### src/rtl/fact_pkg.sv
// Shared types and constants for the factorial table writer.
package fact_pkg;

    typedef enum logic [2:0] {
        StIdle,
        StWrite,
        StMul,
        StStatus,
        StDone
    } fact_state_e;

    localparam int unsigned MUL_STEPS       = 8;
    localparam int unsigned FACT_MAX_NO_OVF = 20;
    localparam logic [63:0] FACT20          = 64'h21C3677C82B40000;

    // Layout of the optional trailing status word.
    function automatic logic [63:0] status_word(input logic       ovf,
                                                input logic [7:0] last_k,
                                                input logic [7:0] n);
        return {ovf, 47'b0, last_k, n};
    endfunction

endpackage

### src/rtl/fact_table_writer_if.sv
// Operation handshake plus RAM write port of the factorial table writer.
interface fact_table_writer_if #(
    parameter int unsigned ADDR_W = 8,
    parameter int unsigned DATA_W = 64,
    parameter int unsigned K_W    = 8
);
    logic              op_start;
    logic [K_W-1:0]    op_n;
    logic [ADDR_W-1:0] op_base;
    logic              op_busy;
    logic              op_done;
    logic              op_overflow;
    logic              m_cen;
    logic              m_wen;
    logic [ADDR_W-1:0] m_addr;
    logic [DATA_W-1:0] m_din;

    modport master (
        output op_start, op_n, op_base,
        input  op_busy, op_done, op_overflow, m_cen, m_wen, m_addr, m_din
    );

    modport slave (
        input  op_start, op_n, op_base,
        output op_busy, op_done, op_overflow, m_cen, m_wen, m_addr, m_din
    );
endinterface

### src/rtl/fact_shift_add_mul.sv
// Multi-cycle A_W x B_W shift-add multiplier, one multiplier bit per cycle, LSB first.
module fact_shift_add_mul
    import fact_pkg::*;
#(
    parameter int unsigned A_W = 64,
    parameter int unsigned B_W = MUL_STEPS
) (
    input  logic               clk,
    input  logic               rst,
    input  logic               start,
    input  logic [A_W-1:0]     a,
    input  logic [B_W-1:0]     b,
    output logic               busy,
    output logic               done,
    output logic [A_W+B_W-1:0] p
);
    localparam int unsigned S_W = $clog2(B_W);

    logic [A_W-1:0]     a_q;
    logic [B_W-1:0]     b_q;
    logic [A_W+B_W-1:0] prod_q, prod_d;
    logic [S_W-1:0]     step_q;
    logic               busy_q;

    always_comb begin
        prod_d = prod_q;
        if (b_q[step_q]) begin
            prod_d = prod_q + ({{B_W{1'b0}}, a_q} << step_q);
        end
    end

    always_ff @(posedge clk) begin
        if (rst) begin
            a_q    <= '0;
            b_q    <= '0;
            prod_q <= '0;
            step_q <= '0;
            busy_q <= 1'b0;
        end else if (start) begin
            a_q    <= a;
            b_q    <= b;
            prod_q <= '0;
            step_q <= '0;
            busy_q <= 1'b1;
        end else if (busy_q) begin
            prod_q <= prod_d;
            step_q <= step_q + S_W'(1);
            if (step_q == S_W'(B_W - 1)) begin
                busy_q <= 1'b0;
            end
        end
    end

    // The final product is presented during the last step so the caller can act on that edge.
    assign busy = busy_q;
    assign done = busy_q && (step_q == S_W'(B_W - 1));
    assign p    = prod_d;

endmodule

### src/rtl/fact_table_writer.sv
// Computes k! for k = 0..n and writes each result to RAM at base+k.
// Define FACT_STATUS_WORD_EN to append a status word after the last result.
module fact_table_writer
    import fact_pkg::*;
#(
    parameter int unsigned ADDR_W = 8,
    parameter int unsigned DATA_W = 64,
    parameter int unsigned K_W    = 8
) (
    input logic                clk,
    input logic                rst,
    fact_table_writer_if.slave bus
);
    localparam int unsigned P_W = DATA_W + K_W;

    fact_state_e       state_q, state_d;
    logic [K_W-1:0]    n_q, n_d, k_q, k_d;
    logic [ADDR_W-1:0] base_q, base_d, addr_q, addr_d;
    logic [DATA_W-1:0] acc_q, acc_d, din_q, din_d;
    logic              ovf_q, ovf_d;
`ifdef FACT_STATUS_WORD_EN
    logic [K_W-1:0]    last_k_q, last_k_d;
`endif

    logic           mul_start, mul_busy, mul_done;
    logic [K_W-1:0] mul_b;
    logic [P_W-1:0] mul_p;

    assign mul_b = k_q + K_W'(1);

    fact_shift_add_mul #(
        .A_W(DATA_W),
        .B_W(K_W)
    ) u_mul (
        .clk  (clk),
        .rst  (rst),
        .start(mul_start),
        .a    (acc_q),
        .b    (mul_b),
        .busy (mul_busy),
        .done (mul_done),
        .p    (mul_p)
    );

    always_comb begin
        state_d   = state_q;
        n_d       = n_q;
        k_d       = k_q;
        base_d    = base_q;
        acc_d     = acc_q;
        ovf_d     = ovf_q;
        addr_d    = addr_q;
        din_d     = din_q;
        mul_start = 1'b0;
`ifdef FACT_STATUS_WORD_EN
        last_k_d  = last_k_q;
`endif
        unique case (state_q)
            StIdle: begin
                if (bus.op_start) begin
                    n_d     = bus.op_n;
                    base_d  = bus.op_base;
                    k_d     = '0;
                    acc_d   = DATA_W'(1);
                    ovf_d   = 1'b0;
                    addr_d  = bus.op_base;
                    din_d   = DATA_W'(1);
                    state_d = StWrite;
                end
            end
            StWrite: begin
`ifdef FACT_STATUS_WORD_EN
                last_k_d = k_q;
`endif
                if (k_q == n_q) begin
`ifdef FACT_STATUS_WORD_EN
                    addr_d  = base_q + ADDR_W'(k_q) + ADDR_W'(1);
                    din_d   = DATA_W'(status_word(ovf_q, 8'(k_q), 8'(n_q)));
                    state_d = StStatus;
`else
                    state_d = StDone;
`endif
                end else begin
                    k_d       = k_q + K_W'(1);
                    mul_start = 1'b1;
                    state_d   = StMul;
                end
            end
            StMul: begin
                if (mul_done) begin
                    if (|mul_p[P_W-1:DATA_W]) begin
                        ovf_d = 1'b1;
`ifdef FACT_STATUS_WORD_EN
                        // k_q is already last_k+1 here.
                        addr_d  = base_q + ADDR_W'(k_q);
                        din_d   = DATA_W'(status_word(1'b1, 8'(last_k_q), 8'(n_q)));
                        state_d = StStatus;
`else
                        state_d = StDone;
`endif
                    end else begin
                        acc_d   = mul_p[DATA_W-1:0];
                        addr_d  = base_q + ADDR_W'(k_q);
                        din_d   = mul_p[DATA_W-1:0];
                        state_d = StWrite;
                    end
                end else if (!mul_busy) begin
                    // Multiplier lost its operation; abandon the run rather than hang.
                    state_d = StIdle;
                end
            end
            StStatus: state_d = StDone;
            StDone:   state_d = StIdle;
            default:  state_d = StIdle;
        endcase
    end

    always_ff @(posedge clk) begin
        if (rst) begin
            state_q  <= StIdle;
            n_q      <= '0;
            k_q      <= '0;
            base_q   <= '0;
            acc_q    <= '0;
            ovf_q    <= 1'b0;
            addr_q   <= '0;
            din_q    <= '0;
`ifdef FACT_STATUS_WORD_EN
            last_k_q <= '0;
`endif
        end else begin
            state_q  <= state_d;
            n_q      <= n_d;
            k_q      <= k_d;
            base_q   <= base_d;
            acc_q    <= acc_d;
            ovf_q    <= ovf_d;
            addr_q   <= addr_d;
            din_q    <= din_d;
`ifdef FACT_STATUS_WORD_EN
            last_k_q <= last_k_d;
`endif
        end
    end

    assign bus.op_busy     = (state_q != StIdle);
    assign bus.op_done     = (state_q == StDone);
    assign bus.op_overflow = ovf_q;
    assign bus.m_cen       = (state_q == StWrite) || (state_q == StStatus);
    assign bus.m_wen       = bus.m_cen;
    assign bus.m_addr      = addr_q;
    assign bus.m_din       = din_q;

endmodule

### src/flat_wrapper.sv
// flat-port wrapper written by rule: the top's interface ports become plain ports
module fact_table_writer_flat import fact_pkg::*;
#(
    parameter int unsigned ADDR_W = 8,
    parameter int unsigned DATA_W = 64,
    parameter int unsigned K_W    = 8
)
  (clk, rst, bus_op_start, bus_op_n, bus_op_base, bus_op_busy, bus_op_done, bus_op_overflow, bus_m_cen, bus_m_wen, bus_m_addr, bus_m_din);
  fact_table_writer_if #(.ADDR_W(ADDR_W), .DATA_W(DATA_W), .K_W(K_W)) bus_i ();
  input logic clk;
  input logic rst;
  input wire logic [$bits(bus_i.op_start)-1:0] bus_op_start;
  input wire logic [$bits(bus_i.op_n)-1:0] bus_op_n;
  input wire logic [$bits(bus_i.op_base)-1:0] bus_op_base;
  output wire logic [$bits(bus_i.op_busy)-1:0] bus_op_busy;
  output wire logic [$bits(bus_i.op_done)-1:0] bus_op_done;
  output wire logic [$bits(bus_i.op_overflow)-1:0] bus_op_overflow;
  output wire logic [$bits(bus_i.m_cen)-1:0] bus_m_cen;
  output wire logic [$bits(bus_i.m_wen)-1:0] bus_m_wen;
  output wire logic [$bits(bus_i.m_addr)-1:0] bus_m_addr;
  output wire logic [$bits(bus_i.m_din)-1:0] bus_m_din;
  assign bus_i.op_start = bus_op_start;
  assign bus_i.op_n = bus_op_n;
  assign bus_i.op_base = bus_op_base;
  assign bus_op_busy = bus_i.op_busy;
  assign bus_op_done = bus_i.op_done;
  assign bus_op_overflow = bus_i.op_overflow;
  assign bus_m_cen = bus_i.m_cen;
  assign bus_m_wen = bus_i.m_wen;
  assign bus_m_addr = bus_i.m_addr;
  assign bus_m_din = bus_i.m_din;
  fact_table_writer #(.ADDR_W(ADDR_W), .DATA_W(DATA_W), .K_W(K_W)) u_core (.clk(clk), .rst(rst), .bus(bus_i));
endmodule
### config.mk
export PLATFORM = sky130hd
export DESIGN_NAME = fact_table_writer_flat
export DESIGN_NICKNAME = d
export VERILOG_FILES = /design/src/rtl/fact_pkg.sv /design/src/rtl/fact_table_writer_if.sv /design/src/rtl/fact_shift_add_mul.sv /design/src/rtl/fact_table_writer.sv /design/src/flat_wrapper.sv
export SDC_FILE = /design/constraint.sdc
export NUM_CORES = 1
export LEC_CHECK = 0
export CORE_AREA = 5 5 202 204
export DETAILED_ROUTE_END_ITERATION = 16
export DIE_AREA = 0 0 207 209
export SYNTH_ARGS = -nofsm -noshare
export SYNTH_HDL_FRONTEND = slang
export SYNTH_SLANG_ARGS = --single-unit
### constraint.sdc
create_clock -name clk -period 14 [get_ports clk]
set_input_delay 3.5 -clock clk [delete_from_list [all_inputs] [get_ports clk]]
set_output_delay 3.5 -clock clk [all_outputs]
set_load 0.01 [all_outputs]
Yosys cells after proc, flatten, opt, wreduce, memory -nomap -nowiden

Index checks and enable logic that the tools add are counted.

Register bits after elaboration: 248
Output and inout port bits: 77

$add $sub $neg: 4
$lt $le $gt $ge: 1
Equality and inequality tests: 12
Shift operators: 1
Multiplexer cells: 29
Reduce and logical (&&, ||, !) cells: 13

Operators with widths:

| operator                                                               | number |
|---|---|
| 64-bit 2-to-1 mux                                                      | 3 |
| 64-bit case mux with 2 select lines                                    | 1 |
| 72-bit adder                                                           | 1 |
| 72-bit 2-to-1 mux                                                      | 1 |
| 64-bit by 3-bit left shift with 72-bit output                          | 1 |
| 8-bit 2-to-1 mux                                                       | 5 |
| 8-bit case mux with 2 select lines                                     | 2 |
| 3-bit 2-to-1 mux                                                       | 5 |
| 3-bit case mux with 4 select lines                                     | 1 |
| 1-bit 2-to-1 mux                                                       | 9 |
| 8-bit by 1-bit adder with 8-bit output (second input constant)         | 1 |
| 8-bit adder                                                            | 1 |
| 8-bit equality test                                                    | 1 |
| 4-bit AND reduction                                                    | 2 |
| 8-bit OR reduction                                                     | 1 |
| 3-bit by 2-bit equality test with 1-bit output (second input constant) | 2 |
| 3-bit equality test (second input constant)                            | 2 |
| 2-bit != test (second input constant)                                  | 3 |
| 3-bit by 4-bit < comparator with 1-bit output (second input constant)  | 1 |
| 2-bit by 1-bit != test with 1-bit output (second input constant)       | 2 |
| 2-bit AND reduction                                                    | 2 |
| 2-bit nonzero test                                                     | 2 |
| 3-bit by 1-bit adder with 3-bit output (second input constant)         | 1 |
| 1-bit binary-select mux with 3-bit select                              | 1 |
| other kinds (9)                                                        | 9 |

Depth between registers and ports, before layout

Depth in word-level cells: 7
Gate-level depth with buffers: 22
Gate-level depth less buffers: 17

Hierarchy

From an unflattened synthesis, not the netlist that was laid out.

Cell total of the unflattened synthesis: 2163
Area, all modules: 17424.2 um^2

Modules (own cells, without submodules):

| module             | instances | cells an instance | area each (um^2) |
|---|---|---|---|
| fact_shift_add_mul | 1         | 1625              | 13018.7 |
| fact_table_writer  | 1         | 538               | 4405.5 |

Worst setup path after synthesis

No wires, ideal clock.

Kind: register to register
Start point: register u_core.u_mul.step_q[0]
End point: register u_core.acc_q[31]
Library setup time: 137 ps
Arrival time: 4991 ps
Required time: 13863 ps
Slack: 8871 ps
Cell stages (with the launch flop): 19
Cell sequence: dfxtp_1 > clkbuf_1 > buf_1 > buf_1 > mux4_2 > ha_1 > buf_2 > nand4_1 > or3_1 > o41a_1 > a211oi_2 > nor3_1 > a2111o_1 > nor4_2 > nand4bb_1 > buf_2 > buf_2 > a211oi_1 > a211oi_1

Longest elaborated chain between the ends: 6
Elaborated cells on any way between the ends: 14
Those cells by class: add/sub: 1; eq/ne: 3; shift: 1; mux: 6; reduce/logical: 3

Ends and longest elaborated chain:

| what                                                                                                       | line                                               | source |
|---|---|---|
| from (decl)                                                                                                | fact_shift_add_mul.sv:22                           | `logic [S_W-1:0] step_q;` |
| from (signal assigned)                                                                                     | fact_shift_add_mul.sv:47                           | `step_q <= step_q + S_W'(1);` |
| 64-bit by 3-bit left shift with 72-bit output or 1-bit binary-select mux with 3-bit select (tied branches) | fact_shift_add_mul.sv:28, fact_shift_add_mul.sv:27 |  |
| 72-bit adder or 1-bit 2-to-1 mux (tied branches)                                                           | fact_shift_add_mul.sv:28, fact_shift_add_mul.sv:27 |  |
| 72-bit 2-to-1 mux                                                                                          | fact_shift_add_mul.sv:27                           | `if (b_q[step_q]) begin` |
| 8-bit OR reduction or 64-bit 2-to-1 mux (tied branches)                                                    | fact_table_writer.sv:91                            | `if (\|mul_p[P_W-1:DATA_W]) begin` |
| 2-bit != test (no source line) or 64-bit 2-to-1 mux (tied branches)                                        | n/a                                                |  |
| 4-bit AND reduction (no source line) or 64-bit case mux with 2 select lines (tied branches)                | n/a                                                |  |
| to (signal assigned)                                                                                       | fact_table_writer.sv:124                           | `acc_q <= '0;` |
| to (signal assigned)                                                                                       | fact_table_writer.sv:136                           | `acc_q <= acc_d;` |
| to (decl)                                                                                                  | fact_table_writer.sv:19                            | `logic [DATA_W-1:0] acc_q, acc_d, din_q, din_d;` |

Several ways; a longest one is shown, not always the timed one. The select of a mux whose other input is x is not followed.
A chain may end at the register's enable or synchronous reset.

Worst setup path in the final report

Start point: register u_core.u_mul.step_q[0]
End point: register u_core.acc_q[28]

Same word-level chain as after synthesis.

==> key figures <==
Route
  • Routed WL: between 50,000 and 60,000 um
  • DR pass1 iterations: 6
  • DR WL/cell: approximately 19 um
  • Post-route DRC: 0
  • Vias per std cell: around 6
  • Via count of the routed design: about 16,000
  • DRT iter0 DRCs: about 1,200
  • DRT antenna net count: 0

Global routing
  • Pin count of the biggest net entering global routing: 95
  • First-pass GRT wire length: about 83,000 um
  • Antenna violations before repair: 0
  • Global Route Usage Sum: 22.5%
  • GR Overflow Total: 0
  • Vias in the first global route: between 15,000 and 20,000

Final layout
  • Design area: roughly 0.019 sq mm
  • Area Growth Syn to Fin: 11.9%
  • Layout cell share with drive strength beyond 1: a little under a tenth
  • Fillcell total: between 3,000 and 4,000
  • NumNets Final: about 2,200
  • Diode count: 0

Die
  • Die height: 209 um
  • Total core area: 0.0391 sq mm
  • Ports: 96
  • Full die area: around 0.043 sq mm
  • Row count: between 70 and 80
  • Initial Utilization: a little over two fifths
  • Die W: about 210 um

Synthesis
  • Most used flip-flop cell after synthesis: dfxtp_1
  • Mapped Nets: between 2,000 and 2,500
  • Unique masters post-synth: 78
  • Synth warnings: 0
  • Yosys reg bits: 248
  • Mapped cell area: ~0.017 sq mm
  • Sequential area share after synthesis: between 20% and 30%
  • Post-synth EDFFs: 0
  • Ys async rst share: 0%
  • Syn Inst Count: roughly 2,200
  • Syn Area/Cell: 7.92 sq um

Critical path
  • CP max stage delay: slightly above 0.9 ns
  • CP Capture Type: flip-flop
  • Critical path, cell by cell: buf_4 > inv_1 > nor2_1 > a211oi_1 > o21bai_1 > ha_1 > a21oi_1 > nand2_1 > o21ai_0 > o221ai_1 > a32oi_1 > o21ai_0 > a2111o_1 > nor4_2 > and4bb_2 > buf_4 > o211ai_1 > a21oi_1
  • Crit start category: flip-flop
  • CP arrival: roughly 7.5 ns
  • Delay-heaviest family, CP: compound AO/OA/AOI/OAI gates
  • Worst path slowest cell: and4bb_2
  • CP Data Required Time: 14.50 ns
  • Type of the worst setup path: reg2reg
  • Crit Path Max Fanout: about 50
  • CP bufs+invs: 3

STA
  • Setup TNS: 0 ns
  • Hold slack: 0.461 ns
  • RSZ-0062 raised after global routing: false
  • Setup-failing EPs final: 0
  • Layout Skew: 0.0252 ns
  • Relative max-transition margin: roughly a third
  • Hold Violations, Final: 0
  • Fmax: roughly 140 MHz
  • Slew Viols, Final: 0
  • Period utilization: 50.1%
  • Final min period: between 7 and 8 ns
  • Tightest Pin Transition: 1.02 ns

Clock tree
  • CTS tree: done
  • Clock Sink Count: 248
  • Post-CTS sizing: 0
  • Root Driver: clkbuf_16
  • Worst-Skew Late Latency: roughly 0.58 ns
  • CTS H-tree lvls: 1
  • Inserted Clock Buffers: 28
  • Reg clk slew, reported paths: around 0.060 ns
  • Hold Buf Count CTS: 0
  • Post-CTS Setup Repair Bufs: 0
  • CTS Buffer Depth: 3

Place
  • Port bufs: between 90 and 100
  • Final Wtd Congestion: slightly above 0.9
  • Placed inst area: about 0.018 sq mm
  • HPWL after DPL: between 30,000 and 40,000 um

Power and ir drop
  • PD cells: around 92 mW/mm^2
  • LEAKAGE: ~6.4 nW
  • Max VDD drop: around 0.07 mV

Job
  • Max_cap viols: 0

Status
  • Status: finished, final reports clean

Min path
  • Hold Path Class: reg2reg
-- cells by family (layout without fill, tap and decap cells) --
| group | after synthesis | count (layout) | synth area share [%] |
|---|---|---|---|
| muxes | 147 | 147 | 12.8 |
| DFF | 248 | 248 | 29.0 |
| adders and majority gates | 83 | 83 | 6.15 |
| xor gates and xnor gates | 80 | 80 | 4.09 |
| AOI/OAI and AO/OA | 636 | 636 | 22.6 |
| buffers and inverters | 194 | 188 | 4.60 |
| and+or+nand+nor | 775 | 775 | 20.7 |
-- layout make-up --
cell class	count	area, sq um	share of cell area [%]
Clock buffer	38	788	4.11
Clock inverter	13	143	0.744
Inverter	26	97.6	0.509
Multi-Input combinational cell	1721	11400	59.7
Sequential cell	248	4970	25.9
Tap cell	525	657	3.43
Timing Repair Buffer	111	1070	5.59
-- sequential cells by signal (all words and copies together) (netlist names) --
| signal | count |
|---|---|
| u_core.k_q | 8 |
| u_core.bus.m_addr | 8 |
| u_core.u_mul.prod_q | 72 |
| u_core.u_mul.busy | 1 |
| u_core.n_q | 8 |
| u_core.base_q | 8 |
| u_core.bus.op_overflow | 1 |
| u_core.u_mul.b_q | 8 |
| u_core.state_q | 3 |
| u_core.u_mul.a_q | 64 |
| u_core.u_mul.step_q | 3 |
| u_core.acc_q | 64 |
-- tightest hold or removal path, cell delays in order, from the launching register on --
cell	delay [ns]
dfxtp_1	0.31
nand2_1	0.05
a21oi_1	0.05
-- worst paths after layout --
check / slack (ns) / to / from / cells after the start
worst max-delay path: 6.98 / u_core.acc_q[28] / u_core.u_mul.step_q[0] / 18
worst min-delay path: 0.46 / u_core.base_q[4] / u_core.base_q[4] / 2
worst min register to register: 0.46 / u_core.base_q[4] / u_core.base_q[4] / 2
worst max register to register: 6.98 / u_core.acc_q[28] / u_core.u_mul.step_q[0] / 18
-- placed cells by master (no fill, tap or decap), types with 34 or more instances in the layout --
cell type	Yosys	routed
nand4_1	36	36
xnor2_1	42	42
nand2_1	316	315
mux2_2	60	59
nand3_1	83	83
a211oi_1	75	75
mux4_2	52	52
o21ai_0	104	104
dfxtp_1	248	244
a21oi_1	289	289
nor2_1	166	166
mux2i_1	35	34
xor2_1	38	38
ha_1	81	81
clkdlybuf4s50_1	0	94
nand2b_1	69	68
-- report_power, final --
group / switching, W / leakage [nW] / internal, W
clock: 0.000309 / 0.463 / 0.000433
sequential: 0.0000286 / 2.01 / 0.000729
combinational: 0.000165 / 3.97 / 0.0000928
total: 0.000502 / 6.45 / 0.00125
-- through the flow --
stage | std cells | power [W] | setup WS [ns] | util (%)
2_1_floorplan | 2163 | 0.000957 | 8.87 | -
3_3_place_gp | 2631 | 0.00103 | 7.21 | 46.7
3_5_place_dp | 2631 | 0.00103 | 7.04 | 46.7
4_1_cts | 2682 | 0.00178 | 6.99 | 49.0
5_1_grt | 2682 | 0.00184 | 6.34 | 49.0
6_report | 2682 | 0.00176 | 6.98 | 49.0
-- layer usage --
| layer | share of wire (%) | GRT usage, % | wire, um | vias to the layer above |
|---|---|---|---|---|
| li1 | - | - | - | 7805 |
| met1 | 47 | 32.0 | 23900 | 7754 |
| met2 | 46 | 37.4 | 23400 | 416 |
| met3 | 4.7 | 2.76 | 2400 | 81 |
| met4 | 2.1 | 4.20 | 1040 | 0 |
| met5 | 0 | 0 | 0 | - |
-- Yosys cell counts (all sizes together) (8+ instances only) --
master  count  share of area [%]
nand3      83                2.4
clkbuf    131                2.9
a21o       20               0.88
a211oi     77                3.4
dfxtp     248                 29
xor2       38                1.9
nand4      36                1.3
o21ai     106                3.1
ha         81                5.9
a31oi      15               0.55
mux2       60                3.9
and2       12               0.44
xnor2      42                2.1
o31ai       8               0.35
o211ai     29                1.3
o221ai      8               0.45
nor3       31               0.91
a21oi     290                8.5
o21a       13               0.57
nand2     316                6.9
o21bai     14               0.61
nor2      166                3.6
or3        14               0.51
and3        9               0.33
mux2i      35                2.0
nand2b     69                2.5
inv        26               0.57
mux4       52                6.8
buf        37                1.1
No activity file was read; power rests on OpenSTA's default activity.
